**config.mk**
```make
export PLATFORM = sky130hd
export DESIGN_NAME = ecp8_alu_writeback_flat
export DESIGN_NICKNAME = d
export VERILOG_FILES = /design/src/rtl/ecp8_pkg.sv /design/src/rtl/ecp8_alu_writeback_if.sv /design/src/rtl/ecp8_flag_gen.sv /design/src/rtl/ecp8_alu_writeback.sv /design/src/flat_wrapper.sv
export SDC_FILE = /design/constraint.sdc
export NUM_CORES = 1
export LEC_CHECK = 0
export BUFFER_PORTS_ARGS = -buffer_cell sky130_fd_sc_hd__clkbuf_2
export CAP_MARGIN = 40
export CELL_PAD_IN_SITES_DETAIL_PLACEMENT = 2
export CELL_PAD_IN_SITES_GLOBAL_PLACEMENT = 2
export CORE_MARGIN = 1
export CORE_UTILIZATION = 25
export CTS_BUF_LIST = sky130_fd_sc_hd__clkbuf_4
export CTS_CLUSTER_SIZE = 12
export DETAILED_ROUTE_END_ITERATION = 10
export GPL_ROUTABILITY_DRIVEN = 0
export HOLD_SLACK_MARGIN = 0.12
export PLACE_DENSITY = 0.64
export SYNTH_ARGS = -nofsm -noshare
export SYNTH_HDL_FRONTEND = slang
export SYNTH_SLANG_ARGS = --single-unit
```
**constraint.sdc**
```tcl
create_clock -name clk -period 1.3 [get_ports clk]
set_input_delay 0.13 -clock clk [delete_from_list [all_inputs] [get_ports clk]]
set_output_delay 0.13 -clock clk [all_outputs]
set_load 0.005 [all_outputs]
```
**src/rtl/ecp8_pkg.sv**
```systemverilog
// rtl/ecp8_pkg.sv - shared writeback state encoding and flag bit layout
package ecp8_pkg;

  typedef enum logic [1:0] {
    IDLE  = 2'd0,
    WR_LO = 2'd1,
    WR_HI = 2'd2
  } wb_state_t;

  localparam int FLAGS_W = 3;
  localparam int FLAG_C  = 0;
  localparam int FLAG_Z  = 1;
  localparam int FLAG_N  = 2;

endpackage

```
**src/rtl/ecp8_alu_writeback_if.sv**
```systemverilog
// rtl/ecp8_alu_writeback_if.sv - ALU result handshake and register-file write port bundle
interface ecp8_alu_writeback_if #(
  parameter int REG_ADDR_W = 3
);
  logic                  in_valid;
  logic                  in_ready;
  logic [REG_ADDR_W-1:0] dest;
  logic [7:0]            alu_c;
  logic [7:0]            alu_d;
  logic                  alu_d_en;
  logic                  alu_cf;
  logic                  flag_we;
  logic                  rf_we;
  logic [REG_ADDR_W-1:0] rf_waddr;
  logic [7:0]            rf_wdata;

  modport master (
    output in_valid, dest, alu_c, alu_d, alu_d_en, alu_cf, flag_we,
    input  in_ready, rf_we, rf_waddr, rf_wdata
  );

  modport slave (
    input  in_valid, dest, alu_c, alu_d, alu_d_en, alu_cf, flag_we,
    output in_ready, rf_we, rf_waddr, rf_wdata
  );
endinterface

```
**src/rtl/ecp8_flag_gen.sv**
```systemverilog
// rtl/ecp8_flag_gen.sv - combinational next C/Z/N flags for an ALU result
module ecp8_flag_gen
  import ecp8_pkg::*;
(
  input  logic [7:0]         alu_c,
  input  logic [7:0]         alu_d,
  input  logic               alu_d_en,
  input  logic               alu_cf,
  output logic [FLAGS_W-1:0] next_flags
);

  // Z and N describe the whole result, so the high byte joins in when present
  always_comb begin
    next_flags         = '0;
    next_flags[FLAG_C] = alu_cf;
    next_flags[FLAG_Z] = (alu_c == 8'h00) && (!alu_d_en || (alu_d == 8'h00));
    next_flags[FLAG_N] = alu_d_en ? alu_d[7] : alu_c[7];
  end

endmodule

```
**src/rtl/ecp8_alu_writeback.sv**
```systemverilog
// rtl/ecp8_alu_writeback.sv - ALU writeback: one/two register writes plus flags (ECP8_WB_ZN_FLAGS_EN adds Z/N)
module ecp8_alu_writeback
  import ecp8_pkg::*;
#(
  parameter int REG_ADDR_W = 3
) (
  input  logic               clk,
  input  logic               rst,
  ecp8_alu_writeback_if.slave bus,
  output logic [FLAGS_W-1:0] flags,
  output logic               busy
);

  wb_state_t             state, state_nxt;
  logic [REG_ADDR_W-1:0] hold_dest;
  logic [7:0]            hold_c;
  logic [7:0]            hold_d;
  logic                  hold_d_en;
  logic                  accept;
  logic                  we_nxt;
  logic [REG_ADDR_W-1:0] waddr_nxt;
  logic [7:0]            wdata_nxt;

  // Upstream only stalls while the high byte of the current result is still owed
  assign bus.in_ready = !(state == WR_LO && hold_d_en);
  assign accept       = bus.in_valid && bus.in_ready;
  assign busy         = (state != IDLE);

  always_comb begin
    state_nxt = state;
    we_nxt    = 1'b0;
    waddr_nxt = bus.rf_waddr;
    wdata_nxt = bus.rf_wdata;
    case (state)
      IDLE:    state_nxt = accept ? WR_LO : IDLE;
      WR_LO: begin
        if (hold_d_en)   state_nxt = WR_HI;
        else if (accept) state_nxt = WR_LO;
        else             state_nxt = IDLE;
      end
      WR_HI:   state_nxt = accept ? WR_LO : IDLE;
      default: state_nxt = IDLE;
    endcase
    // Write port is registered, so stage next cycle's write from the next state
    if (state_nxt == WR_HI) begin
      we_nxt    = 1'b1;
      waddr_nxt = hold_dest + 1'b1;
      wdata_nxt = hold_d;
    end else if (accept) begin
      we_nxt    = 1'b1;
      waddr_nxt = bus.dest;
      wdata_nxt = bus.alu_c;
    end
  end

  always_ff @(posedge clk or negedge rst) begin
    if (!rst) begin
      state        <= IDLE;
      hold_dest    <= '0;
      hold_c       <= 8'h00;
      hold_d       <= 8'h00;
      hold_d_en    <= 1'b0;
      bus.rf_we    <= 1'b0;
      bus.rf_waddr <= '0;
      bus.rf_wdata <= 8'h00;
    end else begin
      state        <= state_nxt;
      bus.rf_we    <= we_nxt;
      bus.rf_waddr <= waddr_nxt;
      bus.rf_wdata <= wdata_nxt;
      if (accept) begin
        hold_dest <= bus.dest;
        hold_c    <= bus.alu_c;
        hold_d    <= bus.alu_d;
        hold_d_en <= bus.alu_d_en;
      end
    end
  end

`ifdef ECP8_WB_ZN_FLAGS_EN
  logic [FLAGS_W-1:0] flags_nxt;
  logic [FLAGS_W-1:0] flags_q;

  ecp8_flag_gen u_flag_gen (
    .alu_c      (bus.alu_c),
    .alu_d      (bus.alu_d),
    .alu_d_en   (bus.alu_d_en),
    .alu_cf     (bus.alu_cf),
    .next_flags (flags_nxt)
  );

  always_ff @(posedge clk or negedge rst) begin
    if (!rst)                      flags_q <= '0;
    else if (accept && bus.flag_we) flags_q <= flags_nxt;
  end

  assign flags = flags_q;
`else
  logic carry_q;

  always_ff @(posedge clk or negedge rst) begin
    if (!rst)                      carry_q <= 1'b0;
    else if (accept && bus.flag_we) carry_q <= bus.alu_cf;
  end

  always_comb begin
    flags         = '0;
    flags[FLAG_C] = carry_q;
  end
`endif

endmodule

```
**src/flat_wrapper.sv**
```systemverilog
// flat-port wrapper written by rule: the top's interface ports become plain ports
module ecp8_alu_writeback_flat import ecp8_pkg::*;
#(
  parameter int REG_ADDR_W = 3
)
  (clk, rst, flags, busy, bus_in_valid, bus_dest, bus_alu_c, bus_alu_d, bus_alu_d_en, bus_alu_cf, bus_flag_we, bus_in_ready, bus_rf_we, bus_rf_waddr, bus_rf_wdata);
  ecp8_alu_writeback_if #(.REG_ADDR_W(REG_ADDR_W)) bus_i ();
  input  logic clk;
  input  logic rst;
  output logic [FLAGS_W-1:0] flags;
  output logic busy;
  input wire logic [$bits(bus_i.in_valid)-1:0] bus_in_valid;
  input wire logic [$bits(bus_i.dest)-1:0] bus_dest;
  input wire logic [$bits(bus_i.alu_c)-1:0] bus_alu_c;
  input wire logic [$bits(bus_i.alu_d)-1:0] bus_alu_d;
  input wire logic [$bits(bus_i.alu_d_en)-1:0] bus_alu_d_en;
  input wire logic [$bits(bus_i.alu_cf)-1:0] bus_alu_cf;
  input wire logic [$bits(bus_i.flag_we)-1:0] bus_flag_we;
  output wire logic [$bits(bus_i.in_ready)-1:0] bus_in_ready;
  output wire logic [$bits(bus_i.rf_we)-1:0] bus_rf_we;
  output wire logic [$bits(bus_i.rf_waddr)-1:0] bus_rf_waddr;
  output wire logic [$bits(bus_i.rf_wdata)-1:0] bus_rf_wdata;
  assign bus_i.in_valid = bus_in_valid;
  assign bus_i.dest = bus_dest;
  assign bus_i.alu_c = bus_alu_c;
  assign bus_i.alu_d = bus_alu_d;
  assign bus_i.alu_d_en = bus_alu_d_en;
  assign bus_i.alu_cf = bus_alu_cf;
  assign bus_i.flag_we = bus_flag_we;
  assign bus_in_ready = bus_i.in_ready;
  assign bus_rf_we = bus_i.rf_we;
  assign bus_rf_waddr = bus_i.rf_waddr;
  assign bus_rf_wdata = bus_i.rf_wdata;
  ecp8_alu_writeback #(.REG_ADDR_W(REG_ADDR_W)) u_core (.clk(clk), .rst(rst), .bus(bus_i), .flags(flags), .busy(busy));
endmodule
```
# Word-level counts from Yosys, hierarchy flattened
# Index checks and enable logic that the tools add are counted.
# totals
reg_bits,27
input_bits,25
output_inout_bits,17
elab_cells,29
# op_classes
add_sub_neg,1
eq_ne,3
n_mux,9
n_reduce_logical,8
# ops
op,count
$mux W8,2
$mux W3,2
$eq A2 B2 Y1 const B,2
$pmux W2 S2,1
$reduce_bool A2 Y1,2
$add A3 B1 Y3 const B,1
$logic_and A1 B1 Y1,3
$mux W1,3
$eq A2 B1 Y1 const B,1
$logic_not A2 Y1,1
$mux W2,1
$reduce_or A2 Y1,1
$logic_not A1 Y1,1

# Depth between registers and ports, before layout
# logic_depth
depth_word,9
mapped_depth,4
mapped_depth_nobuf,3

# Worst setup path after synthesis
# Ideal clock, no wire load.
# synth_timing
kind,register to register
from,reg u_core.state[1]
to,reg u_core.bus.rf_waddr[1]
setup_ns,0.125
arrival_time_ns,0.908
required_time_ns,1.175
path_slack_ns,0.267
path_stages_with_launch,3
n_path_buf,0
path_cell_list,dfrtp_1 nand3b_4 mux2_4
# synth_via
elab_chain_len,9
# synth_rtl
element,line,source
start: declaration,ecp8_alu_writeback.sv:14,"wb_state_t state, state_nxt;"
start signal: assignment,ecp8_alu_writeback.sv:67,state <= state_nxt;
$eq A2 B1 Y1 *,ecp8_alu_writeback.sv:25,assign bus.in_ready = !(state == WR_LO && hold_d_en);
$logic_and A1 B1 Y1 *,ecp8_alu_writeback.sv:25,
$logic_not A1 Y1 *,ecp8_alu_writeback.sv:25,
named net bus_in_ready,flat_wrapper.sv:19,output wire logic [$bits(bus_i.in_ready)-1:0] bus_in_ready;
$logic_and A1 B1 Y1 *,ecp8_alu_writeback.sv:26,assign accept = bus.in_valid && bus.in_ready;
$mux W1,"ecp8_alu_writeback.sv:35, ecp8_alu_writeback.sv:38, ecp8_alu_writeback.sv:41",
$mux W2,ecp8_alu_writeback.sv:37,if (hold_d_en) state_nxt = WR_HI;
$pmux W2 S2,ecp8_alu_writeback.sv:34,case (state)
$eq A2 B2 Y1,ecp8_alu_writeback.sv:45,if (state_nxt == WR_HI) begin
$mux W3 or $reduce_bool A2 Y1 (tied branches),-,
end signal: assignment,ecp8_alu_writeback.sv:69,bus.rf_waddr <= waddr_nxt;
end: declaration,ecp8_alu_writeback_if.sv:24,"output in_ready, rf_we, rf_waddr, rf_wdata"
# Mark *: on every way through the listed nets, which the timed path passes. The rest lies on a longest branch.
# A chain may end at the register's enable or synchronous reset.

# Final worst setup path
# layout_timing
from,reg u_core.state[1]
to,out bus_in_ready
# layout_via
elab_chain_len,3
# layout_rtl
element,line
$eq A2 B1 Y1,ecp8_alu_writeback.sv:25
$logic_and A1 B1 Y1,ecp8_alu_writeback.sv:25
$logic_not A1 Y1,ecp8_alu_writeback.sv:25
end: declaration,flat_wrapper.sv:19
# Every way passes these cells.

==> impl_results.md <==
- Result of the run: complete, but fails checks
- Violated checks: negative setup slack
- Synth Instances: between 100 and 150
- Max Transition Viols Final: 0
- Fillers: around 600
- Final layout net count: around 210
- Worst path max stage delay: ~0.43 ns
- Antenna violations before repair: 0
- Proportion of layout cells with a drive suffix above 1: a little under two fifths
- Number of buffers created by CTS: 3
- Number of distinct library cells after synthesis: 26
- Detailed Place HPWL: 2.577 mm
- Worst relative slew slack: a little over half
- Total instance count after detailed placement: 224
- Final count of hold timing violations: 0
- Initial core utilization: 25.95%
- Violation count after the first detailed-routing iteration: 28
- Global router's overall resource usage: between 10% and 20%
- Critical path data required time: 1.17 ns
- Clock period minus worst slack: about 1.3 ns
- Critical path launch point type: flip-flop
- Final clock period utilization by the worst path: 102.7%
- Synthesis-stage register bit count: 27
- Worst slew pin tran: 0.7140 ns
- Routed wire length per instance: ~15 µm
- Clock transition at the registers of the reported paths: around 0.15 ns
- Warning count from the yosys run: 0
- Type of the worst min-delay path: in -> reg
- Critical Path Source: u_core.state[1]$_DFF_PN0_
- Worst r2r src: u_core.state[1]$_DFF_PN0_
- Final cell count without fillers: roughly 260
- Depth of the most critical reg-to-reg path: 4
- Crit path capture type: output port
- Clock tree buffer depth: 2
- Die outline width: around 78 µm
- Slack of the worst reg-to-reg path: 0.02 ns
- Dominant delay contributor by cell family on the critical path: flip-flops
- Crit path kind: reg -> out
- Die H: 77.60 µm
- Setup repair after global routing missed its margin: true
- Clock tree from TritonCTS: built
- Detailed-route via count: 1183
- Number of maximum-capacitance violations: 0
- Cell area after synthesis: 1429 µm²
- End of the worst register-to-register path: u_core.bus.rf_waddr[1]$_DFFE_PN0P_
- DIE AREA: roughly 6000 µm²
- Worst-case setup margin in the final layout: -0.03524 ns
- Fmax: between 0.7 and 0.8 GHz
- Port Buffers: 39
- Number of antenna cells inserted: 0
- Clock skew: 0.001232 ns
- Vias per cell: between 4 and 5
- Syn-to-layout area delta: 38.18%
- CTS Sinks: 27
- Worst-case hold slack: approximately 0.23 ns
- Number of instances on the worst hold path: 3
- Global-route wire length before repair: between 6 and 7 mm
- Total buffers and inverters traversed by the critical path: 2
- Final routed wirelength across all metal layers: between 3 and 4 mm
- Worst IR Drop VDD: between 0.4 and 0.5 mV
- Lkg Pwr: slightly above 0.9 nW
- Hold path start: bus_in_valid
- Number of H-tree levels: 1
- Largest net degree at the start of global routing: 38
- Rows: 27
- Crit path DAT: 1.21 ns
- Number of global-route vias before repair: around 1400
- Endpoint of the worst hold-timing path: u_core.bus.rf_waddr[1]$_DFFE_PN0P_
- Final setup violation count: 2
- Slowest CP cell: sky130_fd_sc_hd__dfrtp_1
- Share of synthesized area occupied by flip-flops and latches: between 40% and 50%
- Number of antenna-violating nets in the routed design: 0
- Root cell of the clock tree: sky130_fd_sc_hd__clkbuf_4
- Clock Latency Late Sink: 0.33 ns
- Cell-by-cell trace of the critical path: buf_4 > nand3b_4 > buf_6
- Placeable core area: between 5000 and 6000 µm²
- Power density cells: 1185 nW/µm²
- Final routed DRC violation total: 0
- Global-route congestion overflow total: 0
- Avg Cell Area, Syn: around 12 µm²
- Critical path fanouts, max: 4
- First-pass iteration count of the detailed router: 4
- Final sum of negative setup slack: -0.06678 ns
- Top-level port count: between 40 and 50
[cells in the final DEF, fill, tap and decap left out, drive strengths merged]
cell type	count
mux2	2
o21ai	9
nand4b	12
a21boi	1
inv	1
dlygate4sd3	24
clkbuf	42
nand3b	1
o211ai	12
ha	1
dfrtp	27
nand2	12
xnor2	1
a21bo	1
conb	2
nand2b	12
or2	1
buf	10
and2	1
mux2i	12
nand3	1
[where the power goes]
part / leakage [nW] / switching [mW] / total, mW / internal, mW
registers: 0.322 / 0.126 / 1.15 / 1.03
logic: 0.596 / 0.363 / 0.780 / 0.416
clock network: 0.0184 / 0.266 / 0.407 / 0.141
[worst max-delay path by stage]
stage                                               to  slack (ns)  cells after the start
floorplan           u_core.bus.rf_waddr[1]$_DFFE_PN0P_        0.27                      2
finish                                    bus_in_ready       -0.04                      3
detailed placement        u_core.hold_d[6]$_DFFE_PN0P_        0.08                      3
CTS                                               busy       -0.04                      3
global placement          u_core.hold_d[6]$_DFFE_PN0P_        0.17                      3
global route                              bus_in_ready       -0.10                      3
[cell families after synthesis]
logic type / count (synthesis) / share of synthesized area, %
xor gates and xnor gates: 1 / 0.6131
and+or+nand+nor: 40 / 18.39
other: 1 / 0.2624
DFF: 27 / 47.29
adders and majority gates: 1 / 0.8755
AOI/OAI and AO/OA: 23 / 14.54
buffers and inverters: 13 / 7.794
muxes: 14 / 10.25
[what timing repair did]
| item | 4_1_cts | 5_1_grt |
|---|---|---|
| setup buffers | 4 | 1 |
| endpoints found under the setup margin | 2 | 8 |
| hold endpoints to repair | 50 | 0 |
| gates resized for setup | 2 | 1 |
| hold buffers | 24 | 0 |
[synthesized netlist by cell type, drive strengths merged]
cell type	n	area share, %
and2	1	0.44
conb	1	0.26
buf	11	7.1
nand4b	12	7.4
mux2i	12	8.4
clkbuf	1	0.26
nand3	1	0.35
nand2b	12	5.3
nand3b	1	1.4
inv	1	0.44
or2	1	0.44
nand2	12	3.2
xnor2	1	0.61
o211ai	12	10
a21bo	1	0.70
o21ai	9	3.2
mux2	2	1.8
ha	1	0.88
a21boi	1	0.53
dfrtp	27	47
[layout make-up]
cell class | count | area, µm² | area share [%]
sequential | 27 | 676.9 | 34.28
multi-input combinational | 81 | 645.6 | 32.70
timing repair buffer | 72 | 525.5 | 26.62
tap | 72 | 90.09 | 4.563
clock buffer | 4 | 30.03 | 1.521
inverter | 1 | 6.256 | 0.3169
[through the flow]
step | power, mW | utilization, % | cell area [µm²] | worst slack (ns)
floorplan | 1.600 | - | 1433 | 0.2666
global placement | 1.819 | 30.06 | 1655 | 0.1675
detailed placement | 1.867 | 30.06 | 1655 | 0.07800
CTS | 2.374 | 35.61 | 1961 | -0.04491
global route | 2.510 | 35.86 | 1974 | -0.1043
finish | 2.339 | 35.86 | 1974 | -0.03524
[tightest hold or removal path: stages]
cell	delay, ns
sky130_fd_sc_hd__clkbuf_2	0.12
sky130_fd_sc_hd__mux2_2	0.16
sky130_fd_sc_hd__mux2_4	0.13
[metal layers]
metal | global-route usage (%) | up-vias | wire [µm]
li1 | - | 554 | -
met1 | 16.98 | 591 | 1606
met2 | 26.11 | 32 | 2023
met3 | 2.118 | 6 | 139
met4 | 5.472 | 0 | 73
met5 | 0 | - | 0
[sequential cells by signal, summed over array words and instances, names as in the netlist]
name,cells
u_core.bus.rf_wdata,8
u_core.hold_d,8
u_core.bus.rf_waddr,3
u_core.hold_dest,3
u_core.state,2
u_core.bus.rf_we,1
u_core.carry_q,1
u_core.hold_d_en,1
(Power assumes the default switching activity.)
